`src/rtl/serial_add_seq_pkg.sv`:
```
// ============================================================================
// Module      : serial_add_seq_pkg
// Description : Shared state encoding for the bit-serial adder sequencer.
// Revision    : 1.0 - initial release
// ============================================================================
`default_nettype none

package serial_add_seq_pkg;

    typedef enum logic [1:0] {
        ST_IDLE = 2'd0,
        ST_RUN  = 2'd1,
        ST_DONE = 2'd2
    } state_e;

endpackage : serial_add_seq_pkg

`default_nettype wire

```
`src/rtl/fulladder.sv`:
```
// ============================================================================
// Module      : fulladder
// Description : 1-bit full-adder cell.
//   a_i, b_i, c_i : addend bits and carry-in
//   s_o           : sum bit
//   co_o          : carry-out
// Revision    : 1.0 - initial release
// ============================================================================
`default_nettype none

module fulladder (
    input  logic a_i,
    input  logic b_i,
    input  logic c_i,
    output logic s_o,
    output logic co_o
);

    assign s_o  = a_i ^ b_i ^ c_i;
    assign co_o = (a_i & b_i) | (c_i & (a_i ^ b_i));

endmodule : fulladder

`default_nettype wire

```
`src/rtl/serial_add_seq.sv`:
```
// ============================================================================
// Module      : serial_add_seq
// Description : Bit-serial WIDTH-bit adder. Operands are accepted over a
//               valid/ready handshake, added LSB-first through one full-adder
//               cell (one bit per clock), and the result is presented over a
//               second valid/ready handshake.
//   clk, rst             : clock, synchronous active-high reset
//   in_valid / in_ready  : operand handshake (ready only in IDLE)
//   a, b, cin            : operands, sampled on the accept edge
//   out_valid / out_ready: result handshake (valid held until taken)
//   sum, cout, ovf       : sum mod 2^WIDTH, unsigned carry, signed overflow
//   busy                 : high while bits are being processed
// Revision    : 1.0 - initial release
// ============================================================================
`default_nettype none

module serial_add_seq
    import serial_add_seq_pkg::*;
#(
    parameter int WIDTH = 8
) (
    input  logic             clk,
    input  logic             rst,
    input  logic             in_valid,
    output logic             in_ready,
    input  logic [WIDTH-1:0] a,
    input  logic [WIDTH-1:0] b,
    input  logic             cin,
    output logic             out_valid,
    input  logic             out_ready,
    output logic [WIDTH-1:0] sum,
    output logic             cout,
    output logic             ovf,
    output logic             busy
);

    localparam int CNT_W = $clog2(WIDTH);
    localparam logic [CNT_W-1:0] LAST_CNT = CNT_W'(WIDTH - 1);

    state_e             state_q;
    state_e             state_d;
    logic [WIDTH-1:0]   a_sh_q;
    logic [WIDTH-1:0]   b_sh_q;
    logic [WIDTH-1:0]   sum_sh_q;
    logic               carry_q;
    logic [CNT_W-1:0]   cnt_q;
    logic [WIDTH-1:0]   sum_q;
    logic               cout_q;
    logic               ovf_q;

    logic               fa_sum;
    logic               fa_cout;
    logic               last_bit;

    fulladder u_fa (
        .a_i  (a_sh_q[0]),
        .b_i  (b_sh_q[0]),
        .c_i  (carry_q),
        .s_o  (fa_sum),
        .co_o (fa_cout)
    );

    assign last_bit = (cnt_q == LAST_CNT);

    always_comb begin
        state_d = state_q;
        case (state_q)
            ST_IDLE: if (in_valid)  state_d = ST_RUN;
            ST_RUN:  if (last_bit)  state_d = ST_DONE;
            ST_DONE: if (out_ready) state_d = ST_IDLE;
            default:                state_d = ST_IDLE;
        endcase
    end

    always_ff @(posedge clk) begin
        if (rst) begin
            state_q  <= ST_IDLE;
            a_sh_q   <= '0;
            b_sh_q   <= '0;
            sum_sh_q <= '0;
            carry_q  <= 1'b0;
            cnt_q    <= '0;
            sum_q    <= '0;
            cout_q   <= 1'b0;
            ovf_q    <= 1'b0;
        end else begin
            state_q <= state_d;
            case (state_q)
                ST_IDLE: begin
                    if (in_valid) begin
                        a_sh_q  <= a;
                        b_sh_q  <= b;
                        carry_q <= cin;
                        cnt_q   <= '0;
                    end
                end
                ST_RUN: begin
                    a_sh_q   <= a_sh_q >> 1;
                    b_sh_q   <= b_sh_q >> 1;
                    sum_sh_q <= {fa_sum, sum_sh_q[WIDTH-1:1]};
                    carry_q  <= fa_cout;
                    cnt_q    <= cnt_q + CNT_W'(1);
                    // On the MSB cycle carry_q is the carry into the MSB, so
                    // XOR with the cell carry-out gives signed overflow. The
                    // result is copied into separate output registers so the
                    // presented value stays put while the next job shifts.
                    if (last_bit) begin
                        sum_q  <= {fa_sum, sum_sh_q[WIDTH-1:1]};
                        cout_q <= fa_cout;
                        ovf_q  <= carry_q ^ fa_cout;
                    end
                end
                default: ;
            endcase
        end
    end

    assign in_ready  = (state_q == ST_IDLE);
    assign busy      = (state_q == ST_RUN);
    assign out_valid = (state_q == ST_DONE);
    assign sum       = sum_q;
    assign cout      = cout_q;
    assign ovf       = ovf_q;

endmodule : serial_add_seq

`default_nettype wire

```
`config.mk`:
```
export PLATFORM = sky130hd
export DESIGN_NAME = serial_add_seq
export DESIGN_NICKNAME = d
export VERILOG_FILES = /design/src/rtl/serial_add_seq_pkg.sv /design/src/rtl/fulladder.sv /design/src/rtl/serial_add_seq.sv
export SDC_FILE = /design/constraint.sdc
export NUM_CORES = 1
export LEC_CHECK = 0
export BUFFER_PORTS_ARGS = -buffer_cell sky130_fd_sc_hd__buf_2
export CORE_AREA = 2 2 62 64
export DETAILED_ROUTE_END_ITERATION = 12
export DIE_AREA = 0 0 64 66
export PLACE_DENSITY = 0.71
export SLEW_MARGIN = 20
export SYNTH_ARGS = -nofsm -noshare
export SYNTH_HDL_FRONTEND = slang
export SYNTH_SLANG_ARGS = --single-unit
```
`constraint.sdc`:
```
create_clock -name clk -period 1.3 [get_ports clk]
set_input_delay 0.195 -clock clk [delete_from_list [all_inputs] [get_ports clk]]
set_output_delay 0.195 -clock clk [all_outputs]
set_load 0.02 [all_outputs]
```
* Yosys cells after proc, flatten, opt, wreduce, memory -nomap -nowiden
Cells that the tools add are included.
Cells by class: bitwise logic cells 6, shift operators 0, multipliers 0, equality and inequality tests 6, $add $sub $neg 1, divide/modulo/power cells 0, mux-type cells 12, reductions and logical operators 5, magnitude comparators 0
Operators by type and width (number):
- one-hot mux 8 bit (2 select lines) | 2
- two-way mux 8 bit | 2
- two-way mux 2 bit | 3
- one-hot mux 2 bit (3 select lines) | 1
- one-hot mux 3 bit (2 select lines) | 1
- != test 2 x 1 -> 1 bit (second input constant) | 2
- AND reduction 2 bit | 2
- adder 3 x 1 -> 3 bit (second input constant) | 1
- equality test 3 bit (second input constant) | 1
- two-way mux 3 bit | 1
- AND reduction 3 bit | 1
- bitwise XOR 1 bit | 3
- AND 1 bit | 2
- equality test 2 x 1 -> 1 bit (second input constant) | 1
- equality test 2 bit (second input constant) | 1
- logical NOT 2 bit | 1
- != test 2 bit (second input constant) | 1
- one-hot mux 1 bit (2 select lines) | 1
- nonzero test 2 bit | 1
- two-way mux 1 bit | 1
- bitwise OR 1 bit | 1
Storage, ports and cells: bits of input ports 21, output and inout bits 13, bits in latches 0, logic and storage cells 39, memory bits (read-only) 0, memory bits (writable) 0, memories kept 0, register bits after elaboration 40

* Depth between registers and ports, before layout
Gate-level depths: netlist of run 1.
depth in word-level cells 4, depth in mapped cells 7, gate-level depth less buffers 5

* By module
From an unflattened synthesis of run 1, not the netlist that was laid out.
Second synthesis, totals: cells, all modules 195, area, all modules 1592.8 sq um
Modules (own cells, without submodules):
- serial_add_seq | seq. area each 780.7 sq um, cells an instance 194, area each 1572.8 sq um, times used 1
- fulladder | seq. area each 0.0 sq um, cells an instance 1, area each 20.0 sq um, times used 1

* Worst setup path after synthesis of run 1
Ideal clock, no wire load.
path kind flip-flop to flip-flop, start point register state_q[0], end point register b_sh_q[5], slack -0.114 ns, path buffers 2, arrival time 1.296 ns, data required time 1.181 ns, period minus slack after synthesis 1.414 ns, stages on the path, launching flop included 6, path through dfxtp_1 buf_4 nor2_2 nand2_1 buf_2 o221a_2
Between the ends: word-level cells in the longest chain between the ends 3
RTL lines:
- from (decl) | line serial_add_seq.sv:40 | state_e state_q;
- from (signal assigned) | line serial_add_seq.sv:87 | state_q <= state_d;
- logical NOT 2 bit *
- net in_ready | line serial_add_seq.sv:25 | output logic in_ready,
- != test 2 bit (no source line) or nonzero test 2 bit (tied branches)
- AND reduction 2 bit (no source line)
- to (signal assigned) | line serial_add_seq.sv:99 | b_sh_q <= b_sh_q >> 1;
- to (decl) | line serial_add_seq.sv:43 | logic [WIDTH-1:0] b_sh_q;
The timed path passes the listed nets; every way through them passes the cells marked *. A chain may end at the register's enable or synchronous reset.

* Worst setup path in the final report of run 1
start point register state_q[1], end point output port busy
Between the ends: word-level cells in the longest chain between the ends 1
RTL lines:
- equality test 2 x 1 -> 1 bit | line serial_add_seq.sv:119 | assign busy = (state_q == ST_RUN);
- to (decl) | line serial_add_seq.sv:34 | output logic busy
No other way between the ends.

==> results of run 1 <==
## timing repair
item | CTS | global route
setup endpoints to repair | 29 | 30
pin swaps | 2 | 24
resized for setup | 17 | 37
buffers inserted | 2 | 6
gates cloned | 0 | 3
hold buffers | 0 | 0
## cell families (layout without fill, tap and decap cells)
| group | count (synthesis) | after routing |
|---|---|---|
| AO/OA/AOI/OAI | 54 | 54 |
| AND/OR/NAND/NOR | 48 | 49 |
| XOR/XNOR | 1 | 1 |
| flip-flops | 39 | 39 |
| buffers and inverters | 28 | 76 |
| multiplexers | 1 | 1 |
| adder cells (fa/ha/maj) | 3 | 3 |
## cell type report
class,instances,area (um2),share of cell area (%)
clock buffers,6,41.3,1.83
multi-input cells,108,853,37.7
inverters,17,71.3,3.15
flip-flops and latches,39,785,34.7
repair buffers,53,452,20.0
well taps,48,60.1,2.65
## metal layers
metal / wire length (um) / vias to the layer above / global-route usage, %
met3: 169 / 7 / 4.77
met2: 1840 / 31 / 26.7
met4: 61 / 0 / 8.97
met1: 1600 / 631 / 20.6
met5: 0 / - / 0
li1: - / 698 / -
## cell usage in the layout (no fill, tap or decap), types with 6 or more instances in the layout
cell type	instances
buf_2	30
dfxtp_1	36
a21oi_1	12
inv_1	16
buf_4	10
nand2_1	23
o221a_2	6
nor2_1	7
o221a_1	9
buf_12	6
a21oi_2	18
## worst min path at each step
stage                     cells after the start                     end                      from
after floorplan                               2  a_sh_q[7]$_SDFFE_PP0P_                  in_valid
after global placement                        2     sum[0]$_SDFFE_PP0P_  sum_sh_q[1]$_SDFFE_PP0P_
after detailed placement                      2     sum[6]$_SDFFE_PP0P_       sum[6]$_SDFFE_PP0P_
after CTS                                     2  a_sh_q[5]$_SDFFE_PP0P_                      a[5]
after global routing                          2  a_sh_q[3]$_SDFFE_PP0P_                      a[3]
final                                         2  a_sh_q[5]$_SDFFE_PP0P_                      a[5]
## power by group through the flow
stage	logic, mW	clock network, mW	registers [mW]
CTS	0.320	0.559	1.29
detailed placement	0.300	0	1.31
global route	0.413	0.612	1.30
global placement	0.295	0	1.31
floorplan	0.201	0	1.31
finish	0.379	0.545	1.29
## state kept, by name, summed over array words and instances, names as in the netlist
name      cells
a_sh_q        8
b_sh_q        8
sum           8
sum_sh_q      7
cnt_q         3
state_q       2
carry_q       1
cout          1
ovf           1
## stage by stage
step	TNS [ns]	hold WS [ns]	total power, mW	cell area [um2]
floorplan	0	0.361	1.51	1600
global placement	-4.13	0.440	1.61	1890
detailed placement	-5.04	0.444	1.61	1890
CTS	-0.0656	0.114	2.16	1990
global route	-0.585	0.106	2.32	2260
finish	-0.0578	0.120	2.21	2260
==> results_dict.tcl, run 1 <==
set metrics [dict create \
    crit_path_cell_trace "buf_6 > nand2b_4 > inv_8 > buf_6" \
    final-setup-viol-count 3 \
    first_pass_iters 4 \
    grt_start_max_net_pins 40 \
    p_sw_mw 0.571 \
    synth_largest_area_cell "dfxtp_1" \
    synthSimpleGateAreaFrac_pct 12.6 \
    wire_per_inst_um 13.5 \
    pre_cts_ws_ns -0.295 \
    p_leak_nw 0.887 \
    syn_inst 174 \
    clk_transition_reported_paths_ns 0.10 \
    crit_family "flip-flops" \
    route.detailed.drc 0 \
    ant_nets 0 \
    failed_checks "setup timing" \
    cp.required_ns 1.11 \
    endpoint "busy" \
    rsz0062_at_grt "yes" \
    fin_crit_sh_pct 103 \
    htreeDepth 2 \
    grtUsageTotal_pct 16.8 \
    final-hold-violation-count 0 \
    synth_commonest_cells "dfxtp_1 (39), nand2_1 (33), a21oi_1 (23)" \
    yosys_most_used_dff "dfxtp_1" \
    synth_fa_ha_area_share_pct 2.83 \
    diodes 0 \
    vdd_drop_max_v 0.000516 \
    crit_arrival_ns 1.14 \
    clock_latency_ns 0.34 \
    crit_start "state_q[1]$_SDFFE_PP0P_" \
    synth.avg_cell_area_um2 9.14 \
    synth_top_family_by_area "compound AO/OA/AOI/OAI gates" \
    r2r-end "cout$_SDFFE_PP0P_" \
    core_area_um2 3550 \
    drive_gt1_share_pct 48.0 \
    timing.final.crit_period_ns 1.34 \
    yosys_warnings 0 \
    finClkSkew_ns 0.00357 \
    grt.overflow.total 0 \
    gp_congestion 0.696 \
    drtIter0Drc 64 \
    slew_headroom_pct 74.8 \
    rows 22 \
    maxCapViolCount 0 \
    synthArstFlopShare_pct 0 \
    grt_pass1_vias 1180 \
    synth_top_area_share_pct 49.1 \
    critical_path_buf_inv_count 3 \
    internal_power_mw 1.64 \
    hold_class "in -> reg" \
    status "complete, but fails checks" \
    cts_root_buf "clkbuf_4" \
    start_util_pct 44.8 \
    critPathKind "reg -> out" \
    dp.cells 254 \
    end_kind "output pin" \
    yosys_register_bits 39 \
    instances_no_fill 271 \
    route.vias.total 1367 \
    fmax_mhz 749 \
    r2r-start "cnt_q[0]$_SDFFE_PP0P_" \
    die_y_um 66 \
    synth_edf_count 0 \
    die_w_um 64 \
    synthTopCellsByArea "dfxtp_1 (49%), nand2_1 (7.8%), a21oi_1 (7.2%)" \
    synth_compound_area_share_pct 26.3 \
    antenna_found_initial 0 \
    fin_ws_ns -0.0353 \
    ff2ff_path_depth 6 \
    fill_cells 305 \
    seqPwrFrac_pct 58.3 \
    reg2reg_slack_ns -0.02 \
    cp_max_fo 7 \
    port_buffers 33 \
    sw_frac_of_total_pct 25.8 \
    slowest_delay_ns 0.34 \
    crit_top_cell "buf_6" \
    cp.depth 4 \
    synth-xor-area-share_pct 0.551 \
    area_delta_synth_final_pct 42.3 \
    synthMuxAreaShare_pct 0.629 \
    ys_types 27 \
    via_per_inst 5.04 \
    pwr-share-clk_pct 24.6 \
    cts_buffer_depth 2 \
    cts_buffers 5 \
    power.density_nw_per_um2 978 \
    seq_area_frac_synth_pct 49.1 \
    grt_pass1_wl_um 5350 \
    cts_tree "done" \
    final_core_util_pct 63.7 \
    cp_slowest_cell "dfxtp_2" \
    synth.most_common_cell "dfxtp_1" \
    startpoint_type "flip-flop" \
    worstMarginPinSlew_ns 0.377 \
    syn-num-nets 198 \
    num-nets-final 248 \
    maxSlewViolCount 0 \
    die-area_um2 4220 \
    cts_sinks 39 \
    hpwl_um 2110 \
    syn_area_um2 1590 \
    power_frac_comb_pct 17.1 \
    ios 34 \
    finalWirelength_um 3670 \
]
Note: power is estimated with default switching activity, not from simulation.
==> inputs of run 2 (changes only) <==
--- a/config.mk
+++ b/config.mk
@@ -5,11 +5,12 @@
 export SDC_FILE = /design/constraint.sdc
 export NUM_CORES = 1
 export LEC_CHECK = 0
+export ABC_AREA = 1
 export BUFFER_PORTS_ARGS = -buffer_cell sky130_fd_sc_hd__buf_2
-export CORE_AREA = 2 2 62 64
+export CORE_AREA = 2 2 64 66
 export DETAILED_ROUTE_END_ITERATION = 12
-export DIE_AREA = 0 0 64 66
-export PLACE_DENSITY = 0.71
+export DIE_AREA = 0 0 66 68
+export PLACE_DENSITY = 0.74
 export SLEW_MARGIN = 20
 export SYNTH_ARGS = -nofsm -noshare
 export SYNTH_HDL_FRONTEND = slang
==> run 2 against run 1 <==
  * The flow now finishes without violations
  * Combinational power is 3% higher
  * Total power is 18% higher
  * Count of clock-buffer cells in the layout rose by 2
  * Non-clock buffer count shrank 6
  * Design area decreased by 1.9%
  * Via count is 19% higher
  * Clock power increased by 67%
  * Area after synthesis rose by 13%
  * Routed wire length fell by 1.6%
  * Critical path type unchanged
  * Largest power group unchanged
==> results_dict.tcl, run 2 <==
set metrics [dict create \
    status "completed" \
    final-hold-violation-count 0 \
    placed_cell_area_um2 2060 \
    final-setup-viol-count 0 \
    final_common_cell "nand2_1" \
    synth.avg_cell_area_um2 6.82 \
    clock_latency_ns 0.30 \
    finClkSkew_ns 0.00521 \
    wire_per_inst_um 10.2 \
    fin_crit_sh_pct 96.9 \
    synthTopCellsByArea "dfxtp_1 (43%), nand2_1 (16%), inv_1 (8.1%)" \
    fmax_mhz 794 \
    holdWs_ns 0.169 \
    core_area_um2 3860 \
    htreeDepth 2 \
    startpoint_type "flip-flop" \
    start_util_pct 46.7 \
    route.detailed.drc 0 \
    top_layer "met4" \
    yosys_most_used_dff "dfxtp_1" \
    vdd_drop_max_v 0.000770 \
    cp.required_ns 1.11 \
    reg2reg_slack_ns 0.09 \
    ios 34 \
    clk_transition_reported_paths_ns 0.07 \
    fin_ws_ns 0.0409 \
    seqCellArea_um2 783 \
    ys_types 17 \
    cp_max_fo 3 \
    rows 23 \
    synth_commonest_cells "nand2_1 (78), dfxtp_1 (39), inv_1 (39)" \
    maxCapViolCount 0 \
    pre_cts_ws_ns 0.0633 \
    cts_buffers 5 \
    slew_headroom_pct 79.4 \
    finalWirelength_um 3610 \
    whs_endpoint "state_q[1]$_SDFFE_PP0P_" \
    gp_congestion 0.738 \
    drive_gt1_share_pct 23.3 \
    syn-num-nets 288 \
    total_power_mw 2.60 \
    power.density_nw_per_um2 1170 \
    syn_area_um2 1800 \
    antenna_found_initial 0 \
    postLayoutCellArea_um2 2220 \
    end_kind "output pin" \
    hold_class "in -> reg" \
    num-nets-final 328 \
    syn_inst 264 \
    synth_largest_area_cell "dfxtp_1" \
    worstHoldStart "out_ready" \
    grt_start_max_net_pins 26 \
    yosys_warnings 0 \
    p_leak_nw 1.10 \
    die_y_um 68 \
    drtIter0Drc 103 \
    instances_no_fill 355 \
    via_per_inst 4.56 \
    grt_pass1_wl_um 6180 \
    critPathKind "reg -> out" \
    route.met2.wl_um 1680 \
    first_pass_iters 4 \
    seq_area_frac_synth_pct 43.4 \
    diodes 0 \
    grt_pass1_vias 1405 \
    r2r-start "cnt_q[0]$_SDFFE_PP0P_" \
    cts_buffer_depth 2 \
    cts_tree "done" \
    die_w_um 66 \
    worstMarginPinSlew_ns 0.308 \
    grt.overflow.total 0 \
    synth.most_common_cell "nand2_1" \
    synth_top_area_share_pct 43.4 \
    r2r-end "state_q[0]$_SDFFE_PP0P_" \
    synth_edf_count 0 \
    fill_cells 400 \
    wl_met1_um 1650 \
    final.setup.tns_ns 0 \
    maxSlewViolCount 0 \
    die-area_um2 4490 \
    timing.final.crit_period_ns 1.26 \
    dr_wl_met3_um 186 \
    port_buffers 33 \
    yosys_register_bits 39 \
    final_core_util_pct 57.6 \
    holdPathStages 4 \
    ant_nets 0 \
    route.vias.total 1620 \
    cts_sinks 39 \
    crit_arrival_ns 1.06 \
    synthArstFlopShare_pct 0 \
    multi_input_area_um2 810 \
    area_delta_synth_final_pct 23.3 \
    rsz0062_at_grt "yes" \
    hold_buffers 0 \
    hpwl_um 2470 \
    dp.cells 346 \
    cts_root_buf "clkbuf_8" \
    most-common-layout-cells "nand2_1 (77), inv_1 (38), dfxtp_1 (37), nor2_1 (34), buf_2 (30)" \
    ff2ff_path_depth 6 \
    grtUsageTotal_pct 18.4 \
]
-- run 2: cell count changes in the layout (fill, tap and decap cells not counted), sizes merged, moves of 3 or more --
cell,change
nand3,+11
a21oi,-3
o21ai,+9
nor2,+28
inv,+22
nand2,+49
buf,-4
o221a,-15
-- run 2: repair_timing --
item	CTS	global route
pin swaps	1	1
setup buffers	1	0
hold endpoints to repair	0	0
setup endpoints to repair	3	11
gates resized for setup	11	7
-- run 2: critical path, stage by stage (launching register included) --
cell and delay, ns:
dfxtp_2 0.35, inv_1 0.07, nor2_4 0.11, buf_6 0.11, buf_4 0.12
-- run 2: per-layer routing --
layer / GRT usage (%) / up-vias
met2: 29.4 / 40
met5: 0 / -
li1: - / 877
met4: 10.7 / 0
met1: 23.0 / 695
met3: 3.95 / 8
-- run 2: final cells by class --
cell class / instances / area share (%)
clock buffer: 8 / 4.51
inverter: 39 / 6.60
multi-input combinational: 172 / 36.5
sequential: 39 / 35.3
tap: 50 / 2.82
timing repair buffer: 47 / 14.3
-- run 2: report_power, final --
group,internal (mW),total (mW),switching [mW]
logic,0.168,0.390,0.221
registers,1.27,1.30,0.0361
clock network,0.484,0.908,0.424
-- run 2: worst max-delay path by stage --
stage	cells past startpoint	end	slack (ns)	from
floorplan	4	ovf$_SDFFE_PP0P_	0.11	carry_q$_SDFFE_PP0P_
global placement	4	ovf$_SDFFE_PP0P_	0.09	carry_q$_SDFFE_PP0P_
finish	4	busy	0.04	state_q[0]$_SDFFE_PP0P_
global route	4	busy	-0.01	state_q[0]$_SDFFE_PP0P_
CTS	3	out_valid	0.01	state_q[0]$_SDFFE_PP0P_
detailed placement	6	sum[1]$_SDFFE_PP0P_	0.06	cnt_q[0]$_SDFFE_PP0P_
-- run 2: logic make-up (layout without fill, tap and decap cells) --
group / count (synthesis) / in the layout / synth area share, %
flip-flops: 39 / 39 / 43.4
AO/OA/AOI/OAI: 38 / 38 / 12.0
adder cells (fa/ha/maj): 3 / 3 / 2.50
XOR/XNOR: 1 / 1 / 0.487
AND/OR/NAND/NOR: 130 / 130 / 28.4
buffers and inverters: 53 / 94 / 13.2
==> inputs of run 3 (changes only) <==
--- a/config.mk
+++ b/config.mk
@@ -7,9 +7,9 @@
 export LEC_CHECK = 0
 export ABC_AREA = 1
 export BUFFER_PORTS_ARGS = -buffer_cell sky130_fd_sc_hd__buf_2
-export CORE_AREA = 2 2 64 66
+export CORE_AREA = 5 5 67 69
 export DETAILED_ROUTE_END_ITERATION = 12
-export DIE_AREA = 0 0 66 68
+export DIE_AREA = 0 0 72 74
 export PLACE_DENSITY = 0.74
 export SLEW_MARGIN = 20
 export SYNTH_ARGS = -nofsm -noshare
==> run 3 against run 2 <==
  * Core utilization is 0.065 points higher
  * Die area is 19% higher
  * Cell count is 0.85% higher
  * Routed wire length is 1.7% higher
  * Critical endpoint unchanged
  * Sequential power hardly changed
==> results_dict.tcl, run 3 (same netlist as run 2, synthesis figures left out) <==
set metrics [dict create \
    hpwl_um 2550 \
    route.detailed.drc 0 \
    maxCapViolCount 0 \
    start_util_pct 46.7 \
    postLayoutCellArea_um2 2220 \
    vdd_drop_max_v 0.000797 \
    cts_sinks 39 \
    final-setup-viol-count 0 \
    first_pass_iters 4 \
    area_delta_synth_final_pct 23.4 \
    placed_cell_area_um2 2060 \
    finClkSkew_ns 0.00405 \
    clk_transition_reported_paths_ns 0.07 \
    clock_latency_ns 0.29 \
    drive_gt1_share_pct 23.1 \
    crit_family "flip-flops" \
    cp_slowest_cell "dfxtp_2" \
    end_kind "output pin" \
    maxSlewViolCount 0 \
    drtIter0Drc 72 \
    critPathKind "reg -> out" \
    crit_arrival_ns 1.05 \
    multi_input_area_um2 800 \
    antenna_found_initial 0 \
    route.vias.total 1619 \
    wire_per_inst_um 10.3 \
    cts_buffer_depth 2 \
    grt.overflow.total 0 \
    final_common_cell "nand2_1" \
    grt_start_max_net_pins 24 \
    slowest_delay_ns 0.35 \
    final-hold-violation-count 0 \
    num-nets-final 332 \
    cts_root_buf "clkbuf_8" \
    fmax_mhz 803 \
    rsz0062_at_grt "no" \
    cts_tree "done" \
    diodes 0 \
    ant_nets 0 \
    cp.required_ns 1.11 \
    grt_pass1_vias 1395 \
    status "completed" \
    cp_max_fo 7 \
    slew_headroom_pct 84.6 \
    timing.final.crit_period_ns 1.25 \
    crit_path_cell_trace "inv_1 > nor2_1 > buf_4 > buf_4" \
    seqCellArea_um2 783 \
    fin_crit_sh_pct 95.8 \
    die_w_um 72 \
    worstMarginPinSlew_ns 0.229 \
    grt_pass1_wl_um 6070 \
    startpoint_type "flip-flop" \
    hold_class "in -> reg" \
    htreeDepth 2 \
    grtUsageTotal_pct 14.6 \
    p_leak_nw 1.11 \
    fin_ws_ns 0.0550 \
    most-common-layout-cells "nand2_1 (78), inv_1 (39), dfxtp_1 (37), nor2_1 (35), buf_2 (30)" \
    power.density_nw_per_um2 1200 \
    via_per_inst 4.52 \
    cts_buffers 5 \
    final_core_util_pct 57.6 \
    crit_top_cell "buf_4" \
    gp_congestion 0.724 \
    fill_cells 385 \
    port_buffers 33 \
    finalWirelength_um 3670 \
    holdWs_ns 0.163 \
    rows 23 \
    pre_cts_ws_ns 0.0692 \
    die-area_um2 5330 \
    die_y_um 74 \
    critical_path_buf_inv_count 3 \
    final.setup.tns_ns 0 \
    core_area_um2 3860 \
    ios 34 \
]
==> run 3: what timing repair did <==
action | CTS | global route
hold buffers | 0 | 0
endpoints found under the setup margin | 3 | 6
gates cloned | 0 | 0
buffers inserted | 0 | 3
gates resized for setup | 6 | 6
==> run 3: path summary, 6_finish.rpt <==
| kind | cells past startpoint | to | slack [ns] | start |
|---|---|---|---|---|
| min reg2reg | 2 | sum[4]$_SDFFE_PP0P_ | 0.45 | sum[4]$_SDFFE_PP0P_ |
| min | 4 | state_q[1]$_SDFFE_PP0P_ | 0.16 | out_ready |
| max reg2reg | 3 | sum_sh_q[7]$_SDFFE_PP0P_ | 0.10 | carry_q$_SDFFE_PP0P_ |
| max | 4 | busy | 0.05 | state_q[0]$_SDFFE_PP0P_ |
==> run 3: stage by stage <==
| stage | std cells | total power, mW |
|---|---|---|
| 6_report | 358 | 2.66 |
| 5_1_grt | 358 | 2.81 |
| 4_1_cts | 355 | 2.67 |
| 3_5_place_dp | 348 | 1.70 |
| 3_3_place_gp | 348 | 1.70 |
| 2_1_floorplan | 264 | 1.60 |
==> run 3: tightest hold or removal path, delay by kind of cell <==
| family | cells | cell delay, ns |
|---|---|---|
| and+or+nand+nor | 1 | 0.06 |
| buffers and inverters | 2 | 0.11 |
| AOI/OAI and AO/OA | 1 | 0.06 |
==> run 3: per-layer routing <==
layer / global-route usage (%) / vias to the layer above / wire, um / share of wire, %
met5: 0 / - / 0 / 0
met4: 7.52 / 0 / 58 / 1.6
met3: 3.51 / 5 / 212 / 5.8
met2: 22.8 / 34 / 1720 / 47
met1: 19.0 / 701 / 1690 / 46
li1: - / 879 / - / -
==> run 3: cell type report <==
type | count | share of cell area [%]
multi-input cells | 172 | 36.0
clock buffers | 6 | 3.27
clock inverters | 1 | 1.35
well taps | 50 | 2.82
inverters | 39 | 6.59
flip-flops and latches | 39 | 35.2
repair buffers | 51 | 14.8
==> run 3: power breakdown <==
group	internal, mW	switching, mW
Combinational	0.172	0.220
Clock	0.562	0.398
Sequential	1.27	0.0363
Total	2.00	0.655
